## src/rtl/bldc_motor_ctrl_pkg.sv

```systemverilog
// Shared definitions for the six-step BLDC driver: register map, CONTROL
// field positions, bus response codes, leg encoding and the commutation table.
package bldc_motor_ctrl_pkg;

   localparam logic [1:0] ADDR_PERIOD  = 2'd0;
   localparam logic [1:0] ADDR_COMPARE = 2'd1;
   localparam logic [1:0] ADDR_CONTROL = 2'd2;
   localparam logic [1:0] ADDR_STATUS  = 2'd3;

   localparam int CTRL_EN        = 0;
   localparam int CTRL_DIR       = 1;
   localparam int CTRL_PHASE_LSB = 2;
   localparam int CTRL_W_PHASE   = 5;
   localparam int CTRL_DIV_LSB   = 6;
   localparam int CTRL_TOP_LSB   = 12;

   localparam logic [1:0] RESP_OKAY   = 2'b00;
   localparam logic [1:0] RESP_SLVERR = 2'b10;

   localparam int NUM_LEGS = 3;

   typedef enum logic [1:0] {
      LEG_U    = 2'd0,
      LEG_V    = 2'd1,
      LEG_W    = 2'd2,
      LEG_NONE = 2'd3
   } legT;

   // The leg not named here floats for that phase.
   typedef struct packed {
      logic valid;
      legT  pwmLeg;
      legT  lowLeg;
   } commuteT;

   typedef struct packed {
      logic [15:0] top;
      logic [5:0]  div;
      logic [2:0]  phase;
      logic        dir;
      logic        en;
   } ctrlRegT;

   function automatic commuteT commuteLookup(input logic [2:0] phase);
      commuteT c;
      c.valid  = (phase <= 3'd5);
      c.pwmLeg = LEG_NONE;
      c.lowLeg = LEG_NONE;
      case (phase)
         3'd0: begin c.pwmLeg = LEG_U; c.lowLeg = LEG_V; end
         3'd1: begin c.pwmLeg = LEG_U; c.lowLeg = LEG_W; end
         3'd2: begin c.pwmLeg = LEG_V; c.lowLeg = LEG_W; end
         3'd3: begin c.pwmLeg = LEG_V; c.lowLeg = LEG_U; end
         3'd4: begin c.pwmLeg = LEG_W; c.lowLeg = LEG_U; end
         3'd5: begin c.pwmLeg = LEG_W; c.lowLeg = LEG_V; end
         default: ;
      endcase
      return c;
   endfunction

   function automatic logic [2:0] nextPhase(input logic [2:0] phase, input logic dir);
      if (dir) return (phase == 3'd0) ? 3'd5 : phase - 3'd1;
      else     return (phase == 3'd5) ? 3'd0 : phase + 3'd1;
   endfunction

endpackage

```

## src/rtl/bldcm_dead_time.sv

```systemverilog
// Per-leg dead-time guard. Registers the requested high/low drive; a side may
// only turn on once the opposite side has been off for pDeadTime consecutive
// clocks. Turn-off passes straight through (one register stage).
//   iClock, iReset_n : clock, synchronous active-low reset
//   iReqH, iReqL     : requested logical high/low drive
//   oH, oL           : dead-time-safe logical drive, never both 1
module bldcm_dead_time #(
   parameter int pDeadTime = 5
) (
   input  logic iClock,
   input  logic iReset_n,
   input  logic iReqH,
   input  logic iReqL,
   output logic oH,
   output logic oL
);
   localparam int CW = $clog2(pDeadTime + 1);
   localparam logic [CW-1:0] DT = CW'(pDeadTime);

   // Consecutive clocks each output has been low, saturating at DT.
   logic [CW-1:0] hOffCnt, lOffCnt;
   logic          hNext, lNext;

   // High wins a simultaneous request so the pair can never both be driven.
   always_comb begin
      hNext = iReqH && (lOffCnt >= DT);
      lNext = iReqL && !iReqH && (hOffCnt >= DT);
   end

   always_ff @(posedge iClock) begin
      if (!iReset_n) begin
         oH      <= 1'b0;
         oL      <= 1'b0;
         hOffCnt <= '0;
         lOffCnt <= '0;
      end else begin
         oH      <= hNext;
         oL      <= lNext;
         hOffCnt <= hNext ? '0 : ((hOffCnt >= DT) ? DT : hOffCnt + CW'(1));
         lOffCnt <= lNext ? '0 : ((lOffCnt >= DT) ? DT : lOffCnt + CW'(1));
      end
   end

endmodule

```

## src/rtl/bldc_motor_ctrl.sv

```systemverilog
// Six-step trapezoidal BLDC driver with an Avalon-MM slave.
//   iClock, iReset_n      : clock, synchronous active-low reset
//   iAddr/iRead/iWrite    : word address and strobes
//   iWdata, oRdata, oResp : write data, read data (1-cycle latency), response
//   oUh..oWl              : gate pins, each XORed with its pInvert parameter
// A step timer advances the commutation phase; a prescaled PWM with a
// wrap-shadowed compare modulates the active leg; each leg passes through a
// dead-time guard before reaching the pins.
module bldc_motor_ctrl
   import bldc_motor_ctrl_pkg::*;
#(
   parameter int pFreqClock             = 50000000,
   parameter int pPwmDeadTimeClockCycle = 5,
   parameter bit pInvertUh              = 1'b0,
   parameter bit pInvertUl              = 1'b0,
   parameter bit pInvertVh              = 1'b0,
   parameter bit pInvertVl              = 1'b0,
   parameter bit pInvertWh              = 1'b0,
   parameter bit pInvertWl              = 1'b0
) (
   input  logic        iClock,
   input  logic        iReset_n,
   input  logic [1:0]  iAddr,
   input  logic        iRead,
   output logic [31:0] oRdata,
   input  logic        iWrite,
   input  logic [31:0] iWdata,
   output logic [1:0]  oResp,
   output logic        oUh,
   output logic        oUl,
   output logic        oVh,
   output logic        oVl,
   output logic        oWh,
   output logic        oWl
);
   if (pFreqClock <= 0) begin : gBadFreq
      $error("pFreqClock must be positive");
   end
   if (pPwmDeadTimeClockCycle < 1) begin : gBadDeadTime
      $error("pPwmDeadTimeClockCycle must be at least 1");
   end

   ctrlRegT             ctrl;
   logic [31:0]         period, compare;
   logic [31:0]         stepCnt, stepCntNext;
   logic [2:0]          phaseNext;
   logic [5:0]          divCnt;
   logic [15:0]         pwmCnt, cmpShadow;
   logic                run, stepTc, tick, pwmWrap, pwm;
   logic                periodWr, ctrlWr, phaseLoad;
   logic [31:0]         rdMux;
   commuteT             cm;
   logic [NUM_LEGS-1:0] legH, legL;

   // ---------------- register writes and step sequencer ----------------
   assign periodWr  = iWrite && (iAddr == ADDR_PERIOD);
   assign ctrlWr    = iWrite && (iAddr == ADDR_CONTROL);
   assign phaseLoad = ctrlWr && iWdata[CTRL_W_PHASE];
   assign run       = ctrl.en && (period != '0);
   assign stepTc    = run && (stepCnt == period - 32'd1);

   // A PERIOD write beats a coincident terminal count; a PHASE load beats a
   // coincident advance. Invalid phases (6,7) never advance.
   always_comb begin
      stepCntNext = stepCnt;
      phaseNext   = ctrl.phase;
      if (!ctrl.en || periodWr || phaseLoad) stepCntNext = '0;
      else if (run)                          stepCntNext = stepTc ? '0 : stepCnt + 32'd1;
      if (phaseLoad)
         phaseNext = iWdata[CTRL_PHASE_LSB +: 3];
      else if (stepTc && !periodWr && (ctrl.phase <= 3'd5))
         phaseNext = nextPhase(ctrl.phase, ctrl.dir);
   end

   always_ff @(posedge iClock) begin
      if (!iReset_n) begin
         ctrl    <= '0;
         period  <= '0;
         compare <= '0;
         stepCnt <= '0;
      end else begin
         stepCnt    <= stepCntNext;
         ctrl.phase <= phaseNext;
         if (periodWr) period <= iWdata;
         if (iWrite && (iAddr == ADDR_COMPARE)) compare <= iWdata;
         if (ctrlWr) begin
            ctrl.top <= iWdata[CTRL_TOP_LSB +: 16];
            ctrl.div <= iWdata[CTRL_DIV_LSB +: 6];
            ctrl.dir <= iWdata[CTRL_DIR];
            ctrl.en  <= iWdata[CTRL_EN];
         end
      end
   end

   // ---------------- PWM ----------------
   // >= rather than == so a TOP/DIV lowered below the running count still wraps promptly.
   assign tick    = ctrl.en && (divCnt >= ctrl.div);
   assign pwmWrap = tick && (pwmCnt >= ctrl.top);
   assign pwm     = (pwmCnt < cmpShadow);

   always_ff @(posedge iClock) begin
      if (!iReset_n) begin
         divCnt    <= '0;
         pwmCnt    <= '0;
         cmpShadow <= '0;
      end else if (!ctrl.en) begin
         divCnt <= '0;
         pwmCnt <= '0;
      end else begin
         divCnt <= tick ? '0 : divCnt + 6'd1;
         if (pwmWrap) begin
            pwmCnt    <= '0;
            cmpShadow <= compare[15:0];
         end else if (tick) begin
            pwmCnt <= pwmCnt + 16'd1;
         end
      end
   end

   // ---------------- commutation and per-leg dead time ----------------
   assign cm = commuteLookup(ctrl.phase);

   for (genvar g = 0; g < NUM_LEGS; g++) begin : gLeg
      localparam logic [1:0] LEG = 2'(g);
      logic reqH, reqL;

      always_comb begin
         reqH = 1'b0;
         reqL = 1'b0;
         if (ctrl.en && cm.valid) begin
            if (cm.pwmLeg == LEG) begin
               reqH = pwm;
               reqL = !pwm;
            end else if (cm.lowLeg == LEG) begin
               reqL = 1'b1;
            end
         end
      end

      bldcm_dead_time #(.pDeadTime(pPwmDeadTimeClockCycle)) uDeadTime (
         .iClock  (iClock),
         .iReset_n(iReset_n),
         .iReqH   (reqH),
         .iReqL   (reqL),
         .oH      (legH[g]),
         .oL      (legL[g])
      );
   end

   assign oUh = legH[0] ^ pInvertUh;
   assign oUl = legL[0] ^ pInvertUl;
   assign oVh = legH[1] ^ pInvertVh;
   assign oVl = legL[1] ^ pInvertVl;
   assign oWh = legH[2] ^ pInvertWh;
   assign oWl = legL[2] ^ pInvertWl;

   // ---------------- bus read / response ----------------
   always_comb begin
      rdMux = '0;
      case (iAddr)
         ADDR_PERIOD:  rdMux = period;
         ADDR_COMPARE: rdMux = compare;
         ADDR_CONTROL: rdMux = {4'd0, ctrl.top, ctrl.div, 1'b0, ctrl.phase, ctrl.dir, ctrl.en};
         ADDR_STATUS:  rdMux = {27'd0, ctrl.phase, run, ctrl.en};
         default:      rdMux = '0;
      endcase
   end

   // Read data holds until the next read; writes only update the response.
   always_ff @(posedge iClock) begin
      if (!iReset_n) begin
         oRdata <= '0;
         oResp  <= RESP_OKAY;
      end else if (iRead) begin
         oRdata <= rdMux;
         oResp  <= RESP_OKAY;
      end else if (iWrite) begin
         oResp  <= (iAddr == ADDR_STATUS) ? RESP_SLVERR : RESP_OKAY;
      end
   end

endmodule

```

## config.mk

```make
export PLATFORM = sky130hd
export DESIGN_NAME = bldc_motor_ctrl
export DESIGN_NICKNAME = d
export VERILOG_FILES = /design/src/rtl/bldc_motor_ctrl_pkg.sv /design/src/rtl/bldcm_dead_time.sv /design/src/rtl/bldc_motor_ctrl.sv
export SDC_FILE = /design/constraint.sdc
export NUM_CORES = 1
export LEC_CHECK = 0
export CORE_UTILIZATION = 55
export DETAILED_ROUTE_END_ITERATION = 10
export MAX_ROUTING_LAYER = met4
export PLACE_DENSITY_LB_ADDON = 0.12
export SLEW_MARGIN = 40
export SYNTH_ARGS = -nofsm -noshare
export SYNTH_HDL_FRONTEND = slang
export SYNTH_SLANG_ARGS = --single-unit
```

## constraint.sdc

```tcl
create_clock -name iClock -period 7.9 [get_ports iClock]
set_input_delay 1.185 -clock iClock [delete_from_list [all_inputs] [get_ports iClock]]
set_output_delay 1.185 -clock iClock [all_outputs]
set_load 0.05 [all_outputs]
```

==> impl_metrics.json <==
{
  "synth_seq_area_share": 0.386,
  "peakVddDrop_mv": 0.147,
  "hold_viol": 0,
  "ctsHoldBuffers": 0,
  "power_density_nw_per_um2": 198,
  "antenna_found_initial": 0,
  "cts.clk_slew.worst_paths_ns": 0.06,
  "fin_cells": 1721,
  "core_um2": 20200,
  "worstHoldStart": "compare[31]$_SDFFE_PN0P_",
  "clock.fmax_mhz": 257,
  "period_minus_slack_ns": 3.89,
  "endpoint_kind": "register",
  "synth_area_leaders": "dfxtp_1 39%, nand2_1 7.6%, ha_1 6.3%",
  "cts_buffers": 24,
  "dp_cells": 1682,
  "slew_viol_final": 0,
  "start_kind": "primary input",
  "n_fill_cell": 1799,
  "gp_congestion": 0.925,
  "ioPinCount": 78,
  "cp_data_required_time_ns": 8.28,
  "tns_ns": 0,
  "yosysUniqueCellTypes": 73,
  "design_area_um2": 12900,
  "start_util": 0.561,
  "grt_pass1_wl_mm": 46.9,
  "holdPathStages": 2,
  "die_h_um": 145,
  "fp-row-count": 52,
  "final_nets": 1533,
  "post_cts_buffers": 0,
  "ant_nets": 0,
  "io_buffers": 76,
  "antenna_cells": 0,
  "async_flop_share": 0,
  "drt_first_pass_iters": 5,
  "grt_max_degree": 81,
  "synth_top_area_frac": 0.386,
  "clkLatencyLatePin_ns": 0.52,
  "leakagePower_nw": 4.75,
  "syn_inst": 1402,
  "postPlaceCellArea_um2": 12200,
  "ff2ff_path_depth": 9,
  "vias": 9846,
  "design.die.area_um2": 21100,
  "crit_type": "primary input to register",
  "synth_fp_nets": 1497,
  "grt_usage": 0.280,
  "rrSetupSlack_ns": 4.61,
  "rsz0062_at_grt": "no",
  "finClkSkew_ns": 0.00945,
  "ctsResizeCount": 0,
  "max-cap-violations": 0,
  "finalSetupViolations": 0,
  "synth_edf_count": 0,
  "r2r-end": "ctrl[4]$_SDFFE_PN0P_",
  "cts_root_buf": "clkbuf_16",
  "die_w_um": 145,
  "drc_errors": 0,
  "cp.arrival_ns": 4.27,
  "synth_flop_cell": "dfxtp_1",
  "synth_seq_cells": 218,
  "cts.path.max_buffers": 3,
  "wire_per_inst_um": 16.9,
  "gr-total-overflow": 0,
  "drive_above_1_share": 0.0496,
  "clock_sinks": 218,
  "cp_max_fo": 38,
  "synth_top_area_cell": "dfxtp_1",
  "final_cell_mix": "229 x nand2_1, 218 x dfxtp_1, 165 x nor2_1",
  "synthToLayoutAreaGrowth_pct": 14.5,
  "syn_area_per_cell_um2": 8.06,
  "hp-class": "register to register",
  "dp_hpwl_mm": 20.5,
  "ys.warnings.count": 0,
  "max-slew-margin-rel": 0.462,
  "synth.cell_area_um2": 11300,
  "wl_mm": 29.1,
  "grt_pass1_vias": 9041,
  "worstMarginPinSlew_ns": 0.805,
  "via_per_inst": 5.72,
  "period_share": 0.493,
  "layout_commonest_cell": "nand2_1",
  "drt_iter0_markers": 601,
  "r2r-start": "period[11]$_SDFFE_PN0P_",
  "status": "completed",
  "cts_tree": "done",
  "worstHoldEndpoint": "compare[31]$_SDFFE_PN0P_",
  "h-tree-depth": 1
}
metrics by stage:
stage / util / hold WS (ns) / worst slack [ns] / total power [mW]
floorplan: - / 0.426 / 5.07 / 1.42
global placement: 0.604 / 0.441 / 2.73 / 1.51
detailed placement: 0.604 / 0.448 / 3.50 / 1.51
CTS: 0.641 / 0.457 / 4.04 / 2.58
global route: 0.642 / 0.472 / 3.78 / 2.66
finish: 0.642 / 0.455 / 4.01 / 2.57
critical path, cell delays in order:
cell             delay, ns
clkdlybuf4s50_1       0.45
buf_4                 0.36
nor2b_1               0.18
buf_4                 0.30
and2_2                0.57
nand2_1               0.31
nand4_1               0.21
nand2b_2              0.54
nor2b_1               0.11
metal layers:
metal  routed length, um  global-route usage  vias up
met5                   0                   -        -
met4                 728              0.0826        0
met3                1740              0.0329       50
met2               13300               0.441      273
met1               13400               0.378     4650
li1                    -                   -     4873
synthesized netlist by cell type (8+ instances only):
cell type	count
nand4_1	26
a21o_1	15
xnor2_1	42
nand2b_1	10
nor4_1	10
clkbuf_1	61
nand3_1	31
a211oi_1	27
dfxtp_1	218
o21ai_0	23
and3_1	14
nor3_1	21
nand2_1	230
xor2_1	50
a21oi_1	140
inv_1	60
mux2i_1	56
nor2b_1	11
nor2_1	166
and2_1	8
ha_1	57
how the worst max path moves through the flow:
| stage | start | end | slack (ns) | cells after the start |
|---|---|---|---|---|
| floorplan | divCnt[0]$_SDFF_PP0_ | pwmCnt[10]$_SDFFE_PP0P_ | 5.07 | 12 |
| global route | iAddr[1] | stepCnt[9]$_SDFFE_PP0P_ | 3.78 | 9 |
| CTS | iAddr[1] | stepCnt[6]$_SDFFE_PP0P_ | 4.04 | 9 |
| finish | iAddr[1] | stepCnt[28]$_SDFFE_PP0P_ | 4.01 | 9 |
| global placement | iAddr[1] | stepCnt[31]$_SDFFE_PP0P_ | 2.73 | 9 |
| detailed placement | iAddr[1] | stepCnt[26]$_SDFFE_PP0P_ | 3.50 | 9 |
logic make-up after synthesis:
| family | after synthesis | synth area share |
|---|---|---|
| AO/OA/AOI/OAI | 257 | 0.137 |
| XOR/XNOR | 92 | 0.0713 |
| adder cells (fa/ha/maj) | 57 | 0.0631 |
| buffers and inverters | 137 | 0.0479 |
| flip-flops | 218 | 0.386 |
| multiplexers | 58 | 0.0526 |
| other | 1 | 0.000332 |
| AND/OR/NAND/NOR | 582 | 0.242 |
state kept, by name, summed over array words and instances (netlist names), 16 cells and up:
name and cells:
cmpShadow 16, oRdata 32, stepCnt 32, compare 32
period 32, ctrl 27, pwmCnt 16
power by group:
| part | leakage, nW | internal, mW | switching (mW) |
|---|---|---|---|
| Combinational | 2.61 | 0.127 | 0.191 |
| Clock | 0.367 | 0.631 | 0.441 |
| Sequential | 1.77 | 1.14 | 0.0391 |
area by class of cell:
| class | instances | area [um^2] | area share |
|---|---|---|---|
| multi-input cells | 1047 | 6430 | 0.496 |
| flip-flops and latches | 218 | 4360 | 0.337 |
| repair buffers | 87 | 836 | 0.0646 |
| clock buffers | 36 | 727 | 0.0562 |
| well taps | 270 | 338 | 0.0261 |
| inverters | 60 | 230 | 0.0178 |
| clock inverters | 3 | 23.8 | 0.00184 |
No activity file was read; power rests on OpenSTA's default activity.
